[src/rtl/cond_logic_pkg.sv]
// Shared constants for the condition-evaluation and flag-register logic:
// ARM condition codes, flag bit positions and flag-write group indices.
package cond_logic_pkg;

    localparam logic [3:0] COND_EQ = 4'b0000;
    localparam logic [3:0] COND_NE = 4'b0001;
    localparam logic [3:0] COND_CS = 4'b0010;
    localparam logic [3:0] COND_CC = 4'b0011;
    localparam logic [3:0] COND_MI = 4'b0100;
    localparam logic [3:0] COND_PL = 4'b0101;
    localparam logic [3:0] COND_VS = 4'b0110;
    localparam logic [3:0] COND_VC = 4'b0111;
    localparam logic [3:0] COND_HI = 4'b1000;
    localparam logic [3:0] COND_LS = 4'b1001;
    localparam logic [3:0] COND_GE = 4'b1010;
    localparam logic [3:0] COND_LT = 4'b1011;
    localparam logic [3:0] COND_GT = 4'b1100;
    localparam logic [3:0] COND_LE = 4'b1101;
    localparam logic [3:0] COND_AL = 4'b1110;
    localparam logic [3:0] COND_NV = 4'b1111;

    localparam int FLAG_N = 3;
    localparam int FLAG_Z = 2;
    localparam int FLAG_C = 1;
    localparam int FLAG_V = 0;

    // FlagW bit index per group; group g owns Flags[2g+1:2g].
    localparam int FLAGW_NZ    = 1;
    localparam int FLAGW_CV    = 0;
    localparam int FLAG_GROUPS = 2;

endpackage

[src/rtl/cond_logic_cond_check.sv]
// Purely combinational evaluation of a 4-bit condition field against
// the architectural flags {N,Z,C,V}.
module cond_check
    import cond_logic_pkg::*;
(
    input  logic [3:0] Cond,
    input  logic [3:0] Flags,
    output logic       CondEx
);

    logic n;
    logic z;
    logic c;
    logic v;

    assign n = Flags[FLAG_N];
    assign z = Flags[FLAG_Z];
    assign c = Flags[FLAG_C];
    assign v = Flags[FLAG_V];

    always_comb begin
        CondEx = 1'b0;
        case (Cond)
            COND_EQ: CondEx = z;
            COND_NE: CondEx = ~z;
            COND_CS: CondEx = c;
            COND_CC: CondEx = ~c;
            COND_MI: CondEx = n;
            COND_PL: CondEx = ~n;
            COND_VS: CondEx = v;
            COND_VC: CondEx = ~v;
            COND_HI: CondEx = c & ~z;
            COND_LS: CondEx = ~c | z;
            COND_GE: CondEx = (n == v);
            COND_LT: CondEx = (n != v);
            COND_GT: CondEx = ~z & (n == v);
            COND_LE: CondEx = z | (n != v);
            COND_AL: CondEx = 1'b1;
            COND_NV: CondEx = 1'b0;
            default: CondEx = 1'b0;
        endcase
    end

endmodule

[src/rtl/cond_logic.sv]
// Conditional-execution unit: holds the NZCV flag register, evaluates the
// instruction condition and gates the decoder's write/branch strobes.
module cond_logic
    import cond_logic_pkg::*;
#(
    parameter int NONE_REG = 0
)(
    input  logic       clk,
    input  logic       reset,
    input  logic [3:0] Cond,
    input  logic [3:0] ALUFlags,
    input  logic [1:0] FlagW,
    input  logic       PCS,
    input  logic       RegW,
    input  logic       MemW,
    input  logic       NoWrite,
    input  logic       stall,
    output logic       PCSrc,
    output logic       RegWrite,
    output logic       MemWrite,
    output logic       CondEx,
    output logic [3:0] Flags
);

    logic [3:0] flags_reg;
    logic [3:0] flags_next;
    logic       eval_ex;
    logic       cond_ex;

    // Evaluation always reads the registered flags, so a flag write in this
    // cycle only becomes visible to the next instruction.
    cond_check u_cond_check (
        .Cond   (Cond),
        .Flags  (flags_reg),
        .CondEx (eval_ex)
    );

    generate
        if (NONE_REG != 0) begin : g_condex_reg
            logic condex_reg;

            always_ff @(posedge clk) begin
                if (reset) begin
                    condex_reg <= 1'b0;
                end else if (!stall) begin
                    condex_reg <= eval_ex;
                end
            end

            assign cond_ex = condex_reg;
        end else begin : g_condex_comb
            assign cond_ex = eval_ex;
        end
    endgenerate

    genvar gi;
    generate
        for (gi = 0; gi < FLAG_GROUPS; gi++) begin : g_flag_grp
            assign flags_next[2*gi +: 2] = (FlagW[gi] & cond_ex & ~stall)
                                         ? ALUFlags[2*gi +: 2]
                                         : flags_reg[2*gi +: 2];
        end
    endgenerate

    always_ff @(posedge clk) begin
        if (reset) begin
            flags_reg <= 4'b0000;
        end else begin
            flags_reg <= flags_next;
        end
    end

    assign PCSrc    = PCS & cond_ex;
    assign RegWrite = RegW & cond_ex & ~NoWrite;
    assign MemWrite = MemW & cond_ex;
    assign CondEx   = cond_ex;
    assign Flags    = flags_reg;

endmodule

[config.mk]
export PLATFORM = sky130hd
export DESIGN_NAME = cond_logic
export DESIGN_NICKNAME = d
export VERILOG_FILES = /design/src/rtl/cond_logic_pkg.sv /design/src/rtl/cond_logic_cond_check.sv /design/src/rtl/cond_logic.sv
export SDC_FILE = /design/constraint.sdc
export NUM_CORES = 1
export LEC_CHECK = 0
export ABC_CLOCK_PERIOD_IN_PS = 1400
export CELL_PAD_IN_SITES_DETAIL_PLACEMENT = 0
export CELL_PAD_IN_SITES_GLOBAL_PLACEMENT = 2
export CORE_MARGIN = 2
export CORE_UTILIZATION = 19
export CTS_BUF_LIST = sky130_fd_sc_hd__clkbuf_4
export DETAILED_ROUTE_END_ITERATION = 6
export GPL_ROUTABILITY_DRIVEN = 0
export PLACE_DENSITY_LB_ADDON = 0.1
export SETUP_SLACK_MARGIN = 0.05
export SLEW_MARGIN = 20
export SYNTH_ARGS = -nofsm -noshare
export SYNTH_HDL_FRONTEND = slang
export SYNTH_SLANG_ARGS = --single-unit
[constraint.sdc]
create_clock -name clk -period 1.4 [get_ports clk]
set_input_delay 0.21 -clock clk [delete_from_list [all_inputs] [get_ports clk]]
set_output_delay 0.21 -clock clk [all_outputs]
set_load 0.005 [all_outputs]
==> summary.txt <==
Floorplanning
  • IO Pins: 25
  • Initial Utilization: about a fifth
  • Core area: between 0.002 and 0.0025 mm2
  • Die Y-Extent: around 53 um
  • DIE AREA: 0.002833 mm2
  • Die Wd: between 50 and 60 um
  • FP Rows: 17

Cells and area
  • Fillers: between 200 and 300
  • Final #Nets: 111
  • Most frequent cells in the layout: 14 x buf_4, 13 x clkdlybuf4s50_1, 9 x nand2b_1
  • Layout Utilization: 41.29%
  • Layout Cells excl Fill: 120
  • Share of cells above drive strength 1: 42.39%
  • Multi-input logic area: 420.4 um2
  • Area growth, synth to finish: 102.2%
  • Commonest non-fill, non-tap cell in the layout: buf_4
  • Register area: 95.09 um2
  • Diode count: 0
  • Max FFs per register: 4

Power and ir drop
  • Power Total: 0.0004976 W
  • Lkg Pwr: 0.4013 nW
  • Peak VDD IR: approximately 0.25 mV
  • Pwr Density: around 530 mW/mm2

Global routing
  • Number of global-route vias before repair: 526
  • First-pass GRT wire length: 2325 um
  • GRT overflow: 0
  • GRT Total Usage: 11.49%
  • Largest net degree at the start of global routing: 10
  • Antenna violations before repair: 0

Clocking
  • Root Buffer: clkbuf_4
  • Worst-skew pair later-pin latency: approximately 230 ps
  • Bufs on Longest Clock Path: 2
  • CTS tree: yes
  • Cts bufs inserted: 3
  • Hold_buf cts: 0
  • Sink Count: 4
  • Clock transition at path regs: 40 ps
  • CTS H-Tree Depth: 1

Timing
  • Final Setup Violations: 8
  • Max-slew violation count: 0
  • RSZ-0062 raised after global routing: yes
  • F_max: 530.8 MHz
  • Hold Vio Cnt, Final: 0
  • Hold WS: 537.5 ps
  • Tcrit/Tclk final: 134.6%
  • Rel. slew slack: approximately 82%
  • Post-Route Skew: between 3 and 4 ps
  • PnR worst setup slack: -484.1 ps
  • Minimum clock period: 1884 ps
  • Worst-margin pin slew: 267.9 ps

Drt
  • Vias: 507
  • Mean number of vias per cell: 4.225
  • DRT antenna net count: 0
  • Post-route DRC: 0
  • Initial DRC count: 2
  • Final Routed Wirelength: 1357 um
  • Iteration count of the initial detailed-routing pass: 4
  • Wirelength per Cell: 11.31 um

Yosys
  • Post-synth ARST share: 0%
  • Post-synthesis cell area: 460.4 um2
  • Cell accounting for the most synthesized area: dfxtp_1
  • Unique masters post-synth: 25
  • Syn_nets: 67
  • Mapped Cells: 50
  • Yosys reg bits: 4
  • Post-synth top area share: 17.39%
  • Number of synthesized flops with an enable pin: 0
  • Seq/Total Area, Yosys: 17.39%
  • Syn Area/Cell: 9.209 um2
  • YS warnings: 0
  • Largest cells by area after synthesis: dfxtp_1 17%, mux2i_1 15%, nand2b_1 12%, o31ai_4 4.6%, o221a_4 4.3%
  • Main synth FF type: dfxtp_1

Setup path
  • Crit path max-delay family: flip-flops
  • FF-to-FF End: Flags[3]
  • Crit. path cell count: 6
  • CP cell instances: xor2_4 -> mux2i_2 -> o221a_4 -> a21boi_4 -> and3b_1 -> buf_2
  • Reg2reg setup slack: -400 ps
  • Worst Setup Start Kind: register
  • CP peak stage delay: 350 ps
  • Crit path kind: reg -> out
  • CP max-delay cell: dfxtp_4
  • Maximum fanout along the worst path: 4
  • FF-to-FF path depth: 8
  • Critical path endpoint category: output pin
  • Sum of buffers and inverters on the critical path: 1
  • CP required: 1190 ps
  • Worst R2R Start: Flags[0]
  • Critical path arrival: 1670 ps

Min path
  • Worst Hold Path EP: Flags[2]
  • Hold Path Origin: ALUFlags[2]
  • Worst min-delay path class: in -> reg
  • Hold depth: 3

Run status
  • Status: finished, violations left
  • Failing checks: setup timing

Placement
  • Pre-CTS WS: -1058 ps
  • Hpwl dp: 1073 um
  • Placed insts: 114
  • Port bufs: 24

Flow run
  • MaxCap Viol Count: 0
## how the worst max path moves through the flow
stage / from / end
after floorplan: Cond[0] / RegWrite
after CTS: Flags[3] / RegWrite
after detailed placement: Cond[0] / RegWrite
final: Flags[0] / RegWrite
after global routing: Flags[0] / RegWrite
after global placement: Cond[1] / RegWrite
## through the flow
stage	TNS [ps]	instance area, um2
finish	-3423	930.9
global route	-3924	930.9
CTS	-3034	907.1
detailed placement	-6614	833.3
global placement	-6718	833.3
floorplan	-314.9	469.2
## routing by layer
metal	GRT usage [%]	vias up	share of wire, %
met5	0	-	0
met4	3.846	0	0
met3	3.672	0	4.9
met2	20.99	12	53
met1	12.20	233	42
li1	-	262	-
## power breakdown
group / internal [W] / switching [W] / leakage, nW
sequential: 0.000116 / 0.00000790 / 0.0356
combinational: 0.000145 / 0.0000884 / 0.352
clock: 0.0000957 / 0.0000447 / 0.0138
## cells in the mapped netlist (all sizes together), types with 2 or more instances
| cell | n |
|---|---|
| and2 | 2 |
| nand2b | 9 |
| nor3b | 2 |
| inv | 2 |
| xor2 | 2 |
| nand3b | 2 |
| buf | 2 |
| nor2b | 3 |
| mux2i | 7 |
| dfxtp | 4 |
| nand2 | 2 |
| a21oi | 2 |
## kinds of logic after synthesis
group,count (synthesis),synth area share [%]
XOR/XNOR,2,5.436
flip-flops,4,17.39
buffers and inverters,4,5.162
AND/OR/NAND/NOR,25,34.24
multiplexers,7,15.22
AO/OA/AOI/OAI,8,22.56
## tightest hold or removal path: cells and delay by family
| kind | cells | cell delay, ps |
|---|---|---|
| buffers and inverters | 1 | 400 |
| AND/OR/NAND/NOR | 1 | 60 |
| multiplexers | 1 | 60 |
## timing repair
action                                  CTS  global route
endpoints found under the setup margin   12             8
buffers inserted                          2             1
pin swaps                                 8             8
resized for setup                        32             7
## cell type report
class                      instances  area share (%)
clock buffer                       3           2.419
sequential                         4           10.22
inverter                           2          0.8065
timing repair buffer              41           37.63
tap                               28           3.763
multi-input combinational         42           45.16
Note: power is estimated with default switching activity, not from simulation.
